--- config.mk ---
export PLATFORM = sky130hd
export DESIGN_NAME = game_round_ctrl
export DESIGN_NICKNAME = d
export VERILOG_FILES = /design/src/rtl/game_round_ctrl.sv
export SDC_FILE = /design/constraint.sdc
export NUM_CORES = 1
export LEC_CHECK = 0
export BUFFER_PORTS_ARGS = -buffer_cell sky130_fd_sc_hd__buf_2
export CAP_MARGIN = 20
export CORE_UTILIZATION = 51
export DETAILED_ROUTE_END_ITERATION = 6
export PLACE_DENSITY = 0.76
export SLEW_MARGIN = 20
export SYNTH_ARGS = -nofsm -noshare
export SYNTH_HDL_FRONTEND = slang
export SYNTH_SLANG_ARGS = --single-unit
--- constraint.sdc ---
create_clock -name clk -period 2.2 [get_ports clk]
set_input_delay 0.22 -clock clk [delete_from_list [all_inputs] [get_ports clk]]
set_output_delay 0.22 -clock clk [all_outputs]
set_load 0.05 [all_outputs]
--- src/rtl/game_round_ctrl.sv ---
// rtl/game_round_ctrl.sv - per-round lives/timer/score/grace controller
// Consumes reset_is_on from the reset generator and returns gameover to it.
module game_round_ctrl #(
  parameter int LIVES_INIT  = 3,
  parameter int LIVES_MAX   = 9,
  parameter int ROUND_TICKS = 3600,
  parameter int GRACE_TICKS = 60,
  parameter int BONUS_PTS   = 100,
  parameter int TIME_W      = 12,
  parameter int SCORE_W     = 16
) (
  input  logic               clk,
  input  logic               reset_is_on,
  input  logic               tick,
  input  logic               hit,
  input  logic               bonus,
  output logic [3:0]         lives,
  output logic [TIME_W-1:0]  time_left,
  output logic [SCORE_W-1:0] score,
  output logic               invuln,
  output logic               gameover,
  output logic               win
);

  localparam int GW = (GRACE_TICKS < 1) ? 1 : $clog2(GRACE_TICKS + 1);

  typedef enum logic [1:0] {PLAY, GRACE, OVER} state_t;

  state_t             state_q, state_d;
  logic [3:0]         lives_q, lives_d, lives_b;
  logic [TIME_W-1:0]  time_q, time_d;
  logic [SCORE_W-1:0] score_q, score_d;
  logic [SCORE_W:0]   score_sum;
  logic [GW-1:0]      grace_q, grace_d;
  logic               win_q, win_d;
  logic               invuln_q, gameover_q;
  logic               timeout, play_hit;

  always_comb begin
    state_d = state_q;
    lives_d = lives_q;
    time_d  = time_q;
    score_d = score_q;
    grace_d = grace_q;
    win_d   = win_q;

    // Bonus is applied first so a same-cycle hit sees the post-bonus life count.
    lives_b = lives_q;
    if (bonus) begin
      lives_b = (lives_q >= 4'(LIVES_MAX)) ? 4'(LIVES_MAX) : lives_q + 4'd1;
    end

    score_sum = {1'b0, score_q}
              + (tick  ? (SCORE_W+1)'(1)         : '0)
              + (bonus ? (SCORE_W+1)'(BONUS_PTS) : '0);
    timeout   = tick && (time_q == TIME_W'(1));
    play_hit  = (state_q == PLAY) && hit;

    if (state_q != OVER) begin
      lives_d = lives_b;
      score_d = score_sum[SCORE_W] ? '1 : score_sum[SCORE_W-1:0];
      if (tick && (time_q != '0)) begin
        time_d = time_q - TIME_W'(1);
      end

      if (play_hit && (lives_b <= 4'd1)) begin
        lives_d = 4'd0;
        win_d   = 1'b0;
        state_d = OVER;
      end else if (timeout) begin
        if (play_hit) begin
          lives_d = lives_b - 4'd1;
        end
        win_d   = 1'b1;
        state_d = OVER;
      end else if (play_hit) begin
        lives_d = lives_b - 4'd1;
        grace_d = GW'(GRACE_TICKS);
        state_d = GRACE;
      end else if (state_q == GRACE) begin
        if (grace_q == '0) begin
          state_d = PLAY;
        end else if (tick) begin
          grace_d = grace_q - GW'(1);
        end
      end
    end
  end

  always_ff @(posedge clk) begin
    if (reset_is_on) begin
      state_q    <= PLAY;
      lives_q    <= 4'(LIVES_INIT);
      time_q     <= TIME_W'(ROUND_TICKS);
      score_q    <= '0;
      grace_q    <= '0;
      win_q      <= 1'b0;
      invuln_q   <= 1'b0;
      gameover_q <= 1'b0;
    end else begin
      state_q    <= state_d;
      lives_q    <= lives_d;
      time_q     <= time_d;
      score_q    <= score_d;
      grace_q    <= grace_d;
      win_q      <= win_d;
      invuln_q   <= (state_d == GRACE);
      gameover_q <= (state_d == OVER);
    end
  end

  assign lives     = lives_q;
  assign time_left = time_q;
  assign score     = score_q;
  assign invuln    = invuln_q;
  assign gameover  = gameover_q;
  assign win       = win_q;

endmodule

* After elaboration in Yosys (flattened, before gate mapping) *
Index checks and enable logic that the tools add are counted.

word-level totals
  logic and storage cells = 56
  register bits = 43

operators by class
  bitwise logic cells = 2
  equality and inequality tests = 6
  reduce and logical (&&, ||, !) cells = 13
  $add $sub $neg = 6
  muxes and demuxes = 19
  magnitude comparators = 2

operator list
  kind                     count
  $mux W6                  4
  $add A16 B1 Y17          1
  $add A17 B7 Y17          1
  $mux W16                 1
  $mux W4                  4
  $eq A12 B1 Y1 const B    1
  $mux W2                  6
  $reduce_bool A12 Y1      1
  $sub A12 B1 Y12 const B  1
  $mux W7                  1
  $logic_not A6 Y1         1
  $reduce_and A6 Y1        1
  $reduce_bool A2 Y1       3
  $sub A6 B1 Y6 const B    1
  $add A4 B1 Y4 const B    1
  $eq A2 B1 Y1 const B     2
  $ge A4 B4 Y1 const B     1
  $le A4 B1 Y1 const B     1
  $logic_and A1 B1 Y1      4
  $ne A2 B2 Y1 const B     2
  $reduce_and A2 Y1        2
  $sub A4 B1 Y4 const B    1
  $mux W1                  3
  $eq A2 B2 Y1 const B     1
  other kinds (2)          3

* Logic depth before layout (Yosys ltp) *
Gate-level depths: netlist of run 1.

  depth after elaboration = 8
  gate-level depth with buffers = 10
  depth with buffers taken out = 10

* Least setup slack after synthesis of run 1 *
No wires, ideal clock.

  path kind = register -> register
  start = register lives_q[1] (netlist: lives[1])
  end = register grace_q[1]
  arrival time = 2.608 ns
  setup slack = -0.529 ns
  cell stages (with the launch flop) = 11
  path buffers = 0
  cells stage by stage = dfxtp_1 -> inv_1 -> ha_1 -> nor3b_1 -> nand2b_1 -> a31oi_1 -> ha_1 -> inv_1 -> a221oi_2 -> a211oi_2 -> mux2_2

on the way
  longest elaborated chain between the ends = 7
  elaborated cells between the ends (all ways) = 8
  classes of those cells = 1 x add/sub; 2 x order compare; 2 x mux; 1 x bitwise; 2 x reduce/logical

ends and longest elaborated chain
  item                                           line  source
  from (decl)                                    30    logic [3:0] lives_q, lives_d, lives_b;
  from (signal assigned)                         93    lives_q <= 4'(LIVES_INIT);
  from (signal assigned)                         102   lives_q <= lives_d;
  $add A4 B1 Y4 or $ge A4 B4 Y1 (tied branches)  50    lives_b = (lives_q >= 4'(LIVES_MAX)) ? 4'(LIVES_MAX) : lives_q + 4'd1;
  $mux W4                                        50
  $mux W4 *                                      49    if (bonus) begin
  $le A4 B1 Y1 *                                 66    if (play_hit && (lives_b <= 4'd1)) begin
  $logic_and A1 B1 Y1 *                          66
  $not A1 Y1 (no source line) *                  n/a
  $reduce_and A6 Y1 (no source line) *           n/a
  to (signal assigned)                           105   grace_q <= grace_d;
  to (decl)                                      34    logic [GW-1:0] grace_q, grace_d;

Mark *: on every way between the ends. The rest lies on a longest branch, timed or not.
A chain may end at the register's enable or synchronous reset.

* Final worst setup path of run 1 *
  start = register lives_q[0] (netlist: lives[0])
  end = register lives_q[2] (netlist: lives[2])

on the way
  longest elaborated chain between the ends = 6
  elaborated cells between the ends (all ways) = 9
  classes of those cells = 2 x add/sub; 2 x order compare; 4 x mux; 1 x reduce/logical

ends and longest elaborated chain
  item                                            line
  $add A4 B1 Y4 or $ge A4 B4 Y1 (tied branches)   50
  $mux W4                                         50
  $mux W4 *                                       49
  $sub A4 B1 Y4 or $le A4 B1 Y1 (tied branches)   72, 77, 66
  $mux W4 or $logic_and A1 B1 Y1 (tied branches)  71, 76, 66
  $mux W4 *                                       66

Marked as above.

==> results.toml, run 1 <==
[cts]
cts_sinks = 43
htree_levels = 2
ctsRootBufferMaster = "clkbuf_8"
hold_buffers = 0
cts_inserted_buffers = 5
cts_tree = "yes"
clkTransAtPathRegs_ns = 0.08
clock_latency_ns = 0.29
cts_buffer_depth = 2

[pwr]
sequentialPowerShare_pct = 31.2
vdd_drop_max_mv = 0.551
p_clk_share_pct = 13.9
internal_power_w = 0.00211
p_per_area_mw_per_mm2 = 1290
p_leak_nw = 1.24
power.share.switching_pct = 45.9
comb_power_share_pct = 54.9
p_sw_w = 0.00179

[status]
violations = "DRC"
status = "finished with violations"

[hold_path]
whs_path_depth = 4
min_to = "lives[0]$_SDFFE_PP1N_"
hp-class = "primary input to flip-flop"
min_from = "hit"

[floorplanning]
die_w_um = 71.0
start_util_pct = 54.2
dieArea_mm2 = 0.00503
fp.dieH_um = 71.0
core-area_mm2 = 0.00447
boundaryPins = 40
rows = 24

[placement]
post-place-cells = 376
place_area_mm2 = 0.00286
hpwl_um = 4060
io_buffers = 39
gp_congestion = 0.816

[drt]
drcViolationCount = 3
vias_per_cell = 5.90
drt-pass1-iter-count = 6
drt_iter0_drc = 164
wl_per_cell_um = 14.6
wirelength_um = 5680
ant_nets = 0
num_vias = 2291

[timing]
fmax_mhz = 458
setup_violations = 0
fin_hold_ws_ns = 0.317
rsz0062_at_grt = "yes"
tns_ns = 0
finalHoldViolations = 0
skew_ns = 0.00328
period_minus_slack_ns = 2.18
maxSlewViolCount = 0
tightest_slew_ns = 0.507
fin_crit_sh_pct = 99.3
maxSlewHeadroom_pct = 65.8

[setup_path]
critPathRequiredTime_ns = 2.38
crit_path_max_fanout = 5
reg2regPathDepth = 11
crit_chain = "inv_2, ha_4, nor3b_4, nand2b_4, a31oi_4, ha_2, inv_2, a221oi_4, buf_4, nor3_1, a32o_1"
r2r_slack_ns = 0.02
critical_path.endpoint_type = "flip-flop"
critPathSlowestCell = "dfxtp_4"
slowest_delay_ns = 0.37
path_class = "flip-flop to flip-flop"
crit_top_cell = "inv_2"
arrival_ns = 2.37
start_kind = "flip-flop"
r2r_start = "lives[0]$_SDFFE_PP1N_"
r2r-end = "lives[2]$_SDFFE_PP0N_"

[global_routing]
antenna_found_initial = 0
grt_pass1_wl_um = 9780
grtUsageTotal_pct = 24.3
grt_pass1_vias = 2198
grt.overflow.total = 0
grt_max_degree = 23

[final_layout]
final_cells = 388
fin_util_pct = 67.9
final_common_cell = "buf_2"
final_area_mm2 = 0.00304
syn2layout_area_growth_pct = 25.3
diodes = 0
layout_common_cells = "buf_2 (39), dfxtp_1 (36), buf_4 (24)"
nNetsFinal = 352
drive_gt1_share_pct = 32.1

[flow_run]
max-cap-violations = 0

[logic_synthesis]
ys_ff_latch = 43
ys_seq_area_share_pct = 35.5
synth_cell_type_count = 59
async_flop_share_pct = 0
synth_ff_type = "dfxtp_1"
yosysWarnings = 0
synth_fp_nets = 292
synth_edf_count = 0
netlist_instances = 275
synth_area_mm2 = 0.00242
syn_avg_cell_area_um2 = 8.82
-- stage by stage --
step	power [W]	setup slack (ns)
after floorplan	0.00272	-0.0818
after global placement	0.00320	0.0360
after detailed placement	0.00324	-0.0316
after CTS	0.00381	-0.00651
after global routing	0.00417	-0.0489
final	0.00391	0.0162
-- flip-flops by register name (all words and copies together) (netlist names) --
register	cells
score	16
time_left	12
grace_q	6
lives	4
state_q	2
gameover	1
invuln	1
win	1
-- power by group through the flow --
stage          logic [W]  registers (W)  clock network, W
2_1_floorplan    0.00107        0.00165                 0
3_3_place_gp     0.00199        0.00122                 0
3_5_place_dp     0.00201        0.00123                 0
4_1_cts          0.00204        0.00121          0.000560
5_1_grt          0.00232        0.00126          0.000596
6_report         0.00214        0.00122          0.000543
-- metal layers --
layer / vias up / GRT usage, % / wire length, um
li1: 1152 / - / -
met1: 1068 / 30.3 / 2590
met2: 62 / 42.0 / 2710
met3: 9 / 3.99 / 279
met4: 0 / 9.33 / 102
met5: - / 0 / 0
-- repair_timing --
item | 4_1_cts | 5_1_grt
setup endpoints to repair | 5 | 10
endpoints found under the hold margin | 0 | 0
gates cloned | 0 | 0
pin swaps | 1 | 7
resized for setup | 2 | 8
setup buffers | 0 | 4
-- cells in the mapped netlist (2+ instances only) --
cell,count,area (um2)
xor2_1,2,17.5
or2_2,4,25.0
o31ai_1,3,22.5
and3_1,3,18.8
mux2i_1,5,50.1
dfxtp_1,43,861
nor2b_1,6,37.5
nand2b_1,5,31.3
a211oi_1,5,37.5
nand2_1,14,52.6
xnor2_1,10,87.6
nand3_1,7,35.0
nor2_1,24,90.1
clkbuf_1,7,26.3
nor4_4,2,42.5
ha_1,12,150
and4_1,3,26.3
nor3_1,21,105
nor3b_1,3,22.5
nand4_1,2,12.5
or4_1,2,15.0
a21oi_1,13,65.1
a311oi_1,7,61.3
nand3b_1,2,15.0
nor4_1,3,18.8
a2111oi_0,3,26.3
o22ai_1,2,12.5
buf_2,2,10.0
a21boi_0,3,22.5
or3_1,3,18.8
a31oi_1,4,25.0
o21a_1,6,45.0
a41oi_1,2,17.5
or4_4,2,22.5
o21ai_0,8,40.0
inv_1,9,33.8
-- layout make-up --
class / count / area [um2]
inverters: 10 / 37.5
well taps: 52 / 65.1
clock buffers: 8 / 100
flip-flops and latches: 43 / 875
fillers: 385 / 1440
repair buffers: 63 / 375
multi-input cells: 212 / 1590
-- cell families (layout without fill, tap and decap cells) --
kind of cell    Yosys count  in the layout  share of synthesized area [%]
flops                    43             43                           35.5
fa+ha+maj                12             12                           6.19
compound gates           68             68                           20.6
xor+xnor                 12             12                           4.33
buf+inv                  20             81                           3.51
mux                       6              6                           2.53
simple gates            114            114                           27.3
-- worst max path at each step --
| stage | start | endpoint | cells after the start |
|---|---|---|---|
| 6_report | lives[0]$_SDFFE_PP1N_ | lives[2]$_SDFFE_PP0N_ | 11 |
| 5_1_grt | lives[0]$_SDFFE_PP1N_ | lives[2]$_SDFFE_PP0N_ | 11 |
| 4_1_cts | lives[1]$_SDFFE_PP1N_ | state_q[0]$_SDFF_PP0_ | 10 |
| 3_5_place_dp | lives[1]$_SDFFE_PP1N_ | invuln$_SDFF_PP0_ | 10 |
| 3_3_place_gp | lives[0]$_SDFFE_PP1N_ | grace_q[1]$_SDFFE_PP0P_ | 9 |
| 2_1_floorplan | lives[1]$_SDFFE_PP1N_ | grace_q[1]$_SDFFE_PP0P_ | 10 |
-- critical path, delay by kind of cell, from the launching register on --
family                     cells  cell delay (ns)
AOI/OAI and AO/OA              3             0.76
adders and majority gates      2             0.33
buffers and inverters          3             0.26
DFF                            1             0.37
and+or+nand+nor                3             0.34
No activity file was read; power rests on OpenSTA's default activity.
==> inputs of run 2 (changes only) <==
--- a/config.mk
+++ b/config.mk
@@ -7,6 +7,7 @@
 export LEC_CHECK = 0
 export BUFFER_PORTS_ARGS = -buffer_cell sky130_fd_sc_hd__buf_2
 export CAP_MARGIN = 20
+export CORE_MARGIN = 2
 export CORE_UTILIZATION = 51
 export DETAILED_ROUTE_END_ITERATION = 6
 export PLACE_DENSITY = 0.76
==> results.toml, run 2 (synthesis gave the netlist of run 1 again) <==
[status]
status = "finished, final reports clean"

[floorplanning]
start_util_pct = 52.0
rows = 25
die_w_um = 73.0
boundaryPins = 40
fp.dieH_um = 73.0
dieArea_mm2 = 0.00532
core-area_mm2 = 0.00466

[global_routing]
antenna_found_initial = 0
grtUsageTotal_pct = 22.6
grt_pass1_vias = 2096
grt_pass1_wl_um = 9540
grt_max_degree = 21
grt.overflow.total = 0

[timing]
fin_crit_sh_pct = 98.3
fin_hold_ws_ns = 0.313
maxSlewViolCount = 0
period_minus_slack_ns = 2.16
tightest_slew_ns = 0.566
rsz0062_at_grt = "yes"
finalHoldViolations = 0
maxSlewHeadroom_pct = 62.0
fmax_mhz = 462
skew_ns = 0.00847
setup_violations = 0

[placement]
io_buffers = 39
hpwl_um = 4100
post-place-cells = 377
gp_congestion = 0.859

[setup_path]
path_class = "flip-flop to flip-flop"
crit_path_max_fanout = 5
arrival_ns = 2.35
critical_path.endpoint_type = "flip-flop"
critPathRequiredTime_ns = 2.39
start_kind = "flip-flop"

[cts]
htree_levels = 2
clock_latency_ns = 0.30
clkTransAtPathRegs_ns = 0.08
hold_buffers = 0
ctsRootBufferMaster = "clkbuf_8"
cts_buffer_depth = 2
cts_inserted_buffers = 5
cts_tree = "yes"
cts_sinks = 43

[drt]
num_vias = 2273
drcViolationCount = 0
vias_per_cell = 5.90
wirelength_um = 5590
drt-pass1-iter-count = 4
wl_per_cell_um = 14.5
ant_nets = 0
drt_iter0_drc = 85

[pwr]
p_leak_nw = 1.22
power_w = 0.00388
vdd_drop_max_mv = 0.551
p_per_area_mw_per_mm2 = 1290

[final_layout]
layout_common_cells = "buf_2 (39), dfxtp_1 (36), nor2_1 (23)"
largest_register_ffs = 16
drive_gt1_share_pct = 30.8
nNetsFinal = 348
syn2layout_area_growth_pct = 23.5
final_common_cell = "buf_2"
diodes = 0
final_cells = 385

[flow_run]
max-cap-violations = 0

[hold_path]
hp-class = "primary input to flip-flop"
-- run 2: cell count changes in the layout (fill, tap and decap cells not counted) --
cell       delta
a2111oi_1     +1
a2111oi_2     -1
a311oi_1      -1
a311oi_2      +1
buf_4         -4
clkbuf_16     +1
clkbuf_8      -2
ha_2          +1
ha_4          -1
o21ai_0       -1
o21ai_1       +1
o31ai_1       +1
o31ai_2       -1
-- run 2: what timing repair did --
| item | CTS | global route |
|---|---|---|
| pin swaps | 2 | 2 |
| endpoints found under the setup margin | 5 | 11 |
| buffers inserted | 0 | 1 |
| resized for setup | 3 | 6 |
-- run 2: routing by layer --
layer / vias to the layer above / track usage (%) / part of all wire (%)
met5: - / 0 / 0
met4: 0 / 9.26 / 2.1
met3: 11 / 3.59 / 3.4
met2: 46 / 38.0 / 48
met1: 1075 / 28.8 / 47
li1: 1141 / - / -
-- run 2: per-stage QoR --
stage / cell area, um2 / TNS, ns / utilization [%] / setup slack, ns
global placement: 2850 / -0.0746 / 61.2 / -0.0746
detailed placement: 2850 / -0.184 / 61.2 / -0.0944
global route: 2990 / -0.404 / 64.2 / -0.138
floorplan: 2490 / -0.0818 / - / -0.0818
finish: 2990 / 0 / 64.2 / 0.0364
CTS: 2960 / 0 / 63.6 / 0.0168
-- run 2: final timing paths --
kind | from | to | slack (ns) | depth (start not counted)
hold reg to reg | time_left[7]$_SDFFE_PP0P_ | time_left[7]$_SDFFE_PP0P_ | 0.51 | 2
setup / recovery | lives[0]$_SDFFE_PP1N_ | grace_q[3]$_SDFFE_PP0P_ | 0.04 | 11
setup reg to reg | lives[0]$_SDFFE_PP1N_ | grace_q[3]$_SDFFE_PP0P_ | 0.04 | 11
hold / removal | hit | lives[0]$_SDFFE_PP1N_ | 0.31 | 4
-- run 2: where the power goes --
| group | internal (W) | leakage [nW] | switching (W) |
|---|---|---|---|
| Clock | 0.000287 | 0.0495 | 0.000270 |
| Sequential | 0.000983 | 0.354 | 0.000231 |
| Combinational | 0.000818 | 0.814 | 0.00129 |
| Total | 0.00209 | 1.22 | 0.00179 |
-- run 2: layout make-up --
class | count | area [um2]
fill | 395 | 1670
multi-input combinational | 212 | 1570
sequential | 43 | 875
timing repair buffer | 59 | 345
clock buffer | 7 | 97.6
tap | 54 | 67.6
inverter | 10 | 37.5
-- run 2: worst max-delay path, stage by stage (launching register included) --
cell and delay, ns:
dfxtp_4 0.37, inv_2 0.03, ha_2 0.16, nor3b_4 0.15, nand2b_4 0.15, a31oi_4 0.14, ha_2 0.20, inv_2 0.04
a221oi_4 0.39, a211oi_4 0.09, buf_4 0.16, o21a_1 0.17
==> inputs of run 3 (changes only) <==
--- a/config.mk
+++ b/config.mk
@@ -9,6 +9,7 @@
 export CAP_MARGIN = 20
 export CORE_MARGIN = 2
 export CORE_UTILIZATION = 51
+export CTS_BUF_LIST = sky130_fd_sc_hd__clkbuf_16
 export DETAILED_ROUTE_END_ITERATION = 6
 export PLACE_DENSITY = 0.76
 export SLEW_MARGIN = 20
==> results.toml, run 3 (synthesis gave the netlist of run 1 again) <==
[floorplanning]
dieArea_mm2 = 0.00532
die_w_um = 73.0
core-area_mm2 = 0.00466
rows = 25
start_util_pct = 52.0
fp.dieH_um = 73.0
boundaryPins = 40

[setup_path]
critPathRequiredTime_ns = 2.37
start_kind = "flip-flop"
arrival_ns = 2.34
crit_path_max_fanout = 5
path_class = "flip-flop to flip-flop"
critical_path.endpoint_type = "flip-flop"

[timing]
maxSlewHeadroom_pct = 63.9
period_minus_slack_ns = 2.17
fin_crit_sh_pct = 98.4
tns_ns = 0
finalHoldViolations = 0
skew_ns = 0.00939
rsz0062_at_grt = "yes"
fmax_mhz = 462
tightest_slew_ns = 0.538
setup_violations = 0
fin_ws_ns = 0.0348
maxSlewViolCount = 0

[cts]
clkTransAtPathRegs_ns = 0.06
cts_buffer_depth = 2
cts_tree = "yes"
ctsRootBufferMaster = "clkbuf_16"
cts_inserted_buffers = 5
cts_sinks = 43
htree_levels = 2
clock_latency_ns = 0.28
hold_buffers = 0

[final_layout]
final_common_cell = "buf_2"
final_cells = 385
largest_register_ffs = 16
nNetsFinal = 348
syn2layout_area_growth_pct = 26.2
diodes = 0
layout_common_cells = "buf_2 (39), dfxtp_1 (36), nor2_1 (23)"
drive_gt1_share_pct = 31.4
fin_util_pct = 65.6
fillers = 387

[placement]
gp_congestion = 0.859
hpwl_um = 4100
post-place-cells = 377
io_buffers = 39
pre_cts_slack_ns = -0.0944

[drt]
wl_per_cell_um = 15.1
ant_nets = 0
wirelength_um = 5800
drt_iter0_drc = 116
vias_per_cell = 5.88
num_vias = 2264
drcViolationCount = 0
drt-pass1-iter-count = 4

[pwr]
vdd_drop_max_mv = 0.732
p_per_area_mw_per_mm2 = 1350
p_leak_nw = 1.25

[global_routing]
grt.overflow.total = 0
grt_pass1_vias = 2114
grt_max_degree = 21
grt_pass1_wl_um = 9670
antenna_found_initial = 0
grtUsageTotal_pct = 23.0

[hold_path]
hp-class = "primary input to flip-flop"

[status]
status = "finished, final reports clean"

[flow_run]
max-cap-violations = 0
run 3: changes by cell type in the layout (fill, tap and decap cells not counted):
cell	previous run	this run
a2111oi_1	1	0
a2111oi_2	1	2
clkbuf_1	1	0
clkbuf_16	1	6
clkbuf_8	5	0
inv_1	6	7
or4_1	2	1
or4_4	2	3
run 3: what timing repair did:
action	4_1_cts	5_1_grt
gates resized for setup	5	6
setup buffers	0	1
pin swaps	1	3
endpoints found under the setup margin	6	11
run 3: power breakdown:
group	leakage [nW]	total (W)	internal [W]	switching, W
logic	0.817	0.00213	0.000829	0.00131
registers	0.354	0.00122	0.000985	0.000238
clock network	0.0793	0.000771	0.000479	0.000292
total	1.25	0.00413	0.00229	0.00183
run 3: path summary, 6_finish.rpt:
check / from / slack [ns] / depth (start not counted) / endpoint
worst min register to register: score[2]$_SDFFE_PP0N_ / 0.51 / 2 / score[2]$_SDFFE_PP0N_
worst max register to register: lives[0]$_SDFFE_PP1N_ / 0.03 / 11 / grace_q[3]$_SDFFE_PP0P_
worst max-delay path: lives[0]$_SDFFE_PP1N_ / 0.03 / 11 / grace_q[3]$_SDFFE_PP0P_
worst min-delay path: hit / 0.33 / 4 / lives[0]$_SDFFE_PP1N_
run 3: metal layers:
layer  GRT usage (%)  vias to the layer above  part of all wire (%)
met2            38.6                       50                    49
met4            7.20                        0                   1.2
met1            29.3                     1059                    46
li1                -                     1149                     -
met3            5.39                        6                   3.7
met5               0                        -                     0
run 3: metrics by stage:
stage	hold slack, ns	cell area [um2]	total power, W
floorplan	0.424	2490	0.00272
detailed placement	0.502	2850	0.00325
finish	0.333	3060	0.00413
global route	0.350	3060	0.00441
CTS	0.333	3030	0.00407
global placement	0.492	2850	0.00319
run 3: critical path: stages, from the launching register on:
cell and delay (ns):
dfxtp_4 0.36, inv_2 0.03, ha_2 0.16, nor3b_4 0.15, nand2b_4 0.15, a31oi_4 0.14
ha_2 0.20, inv_2 0.04, a221oi_4 0.40, a211oi_4 0.10, buf_4 0.17, o21a_1 0.16
run 3: area by class of cell:
cell class	count	area (um2)	area share [%]
clock buffer	6	150	4.91
inverter	10	37.5	1.23
multi-input combinational	212	1580	51.7
timing repair buffer	59	345	11.3
sequential	43	875	28.6
clock inverter	1	3.75	0.123
tap	54	67.6	2.21
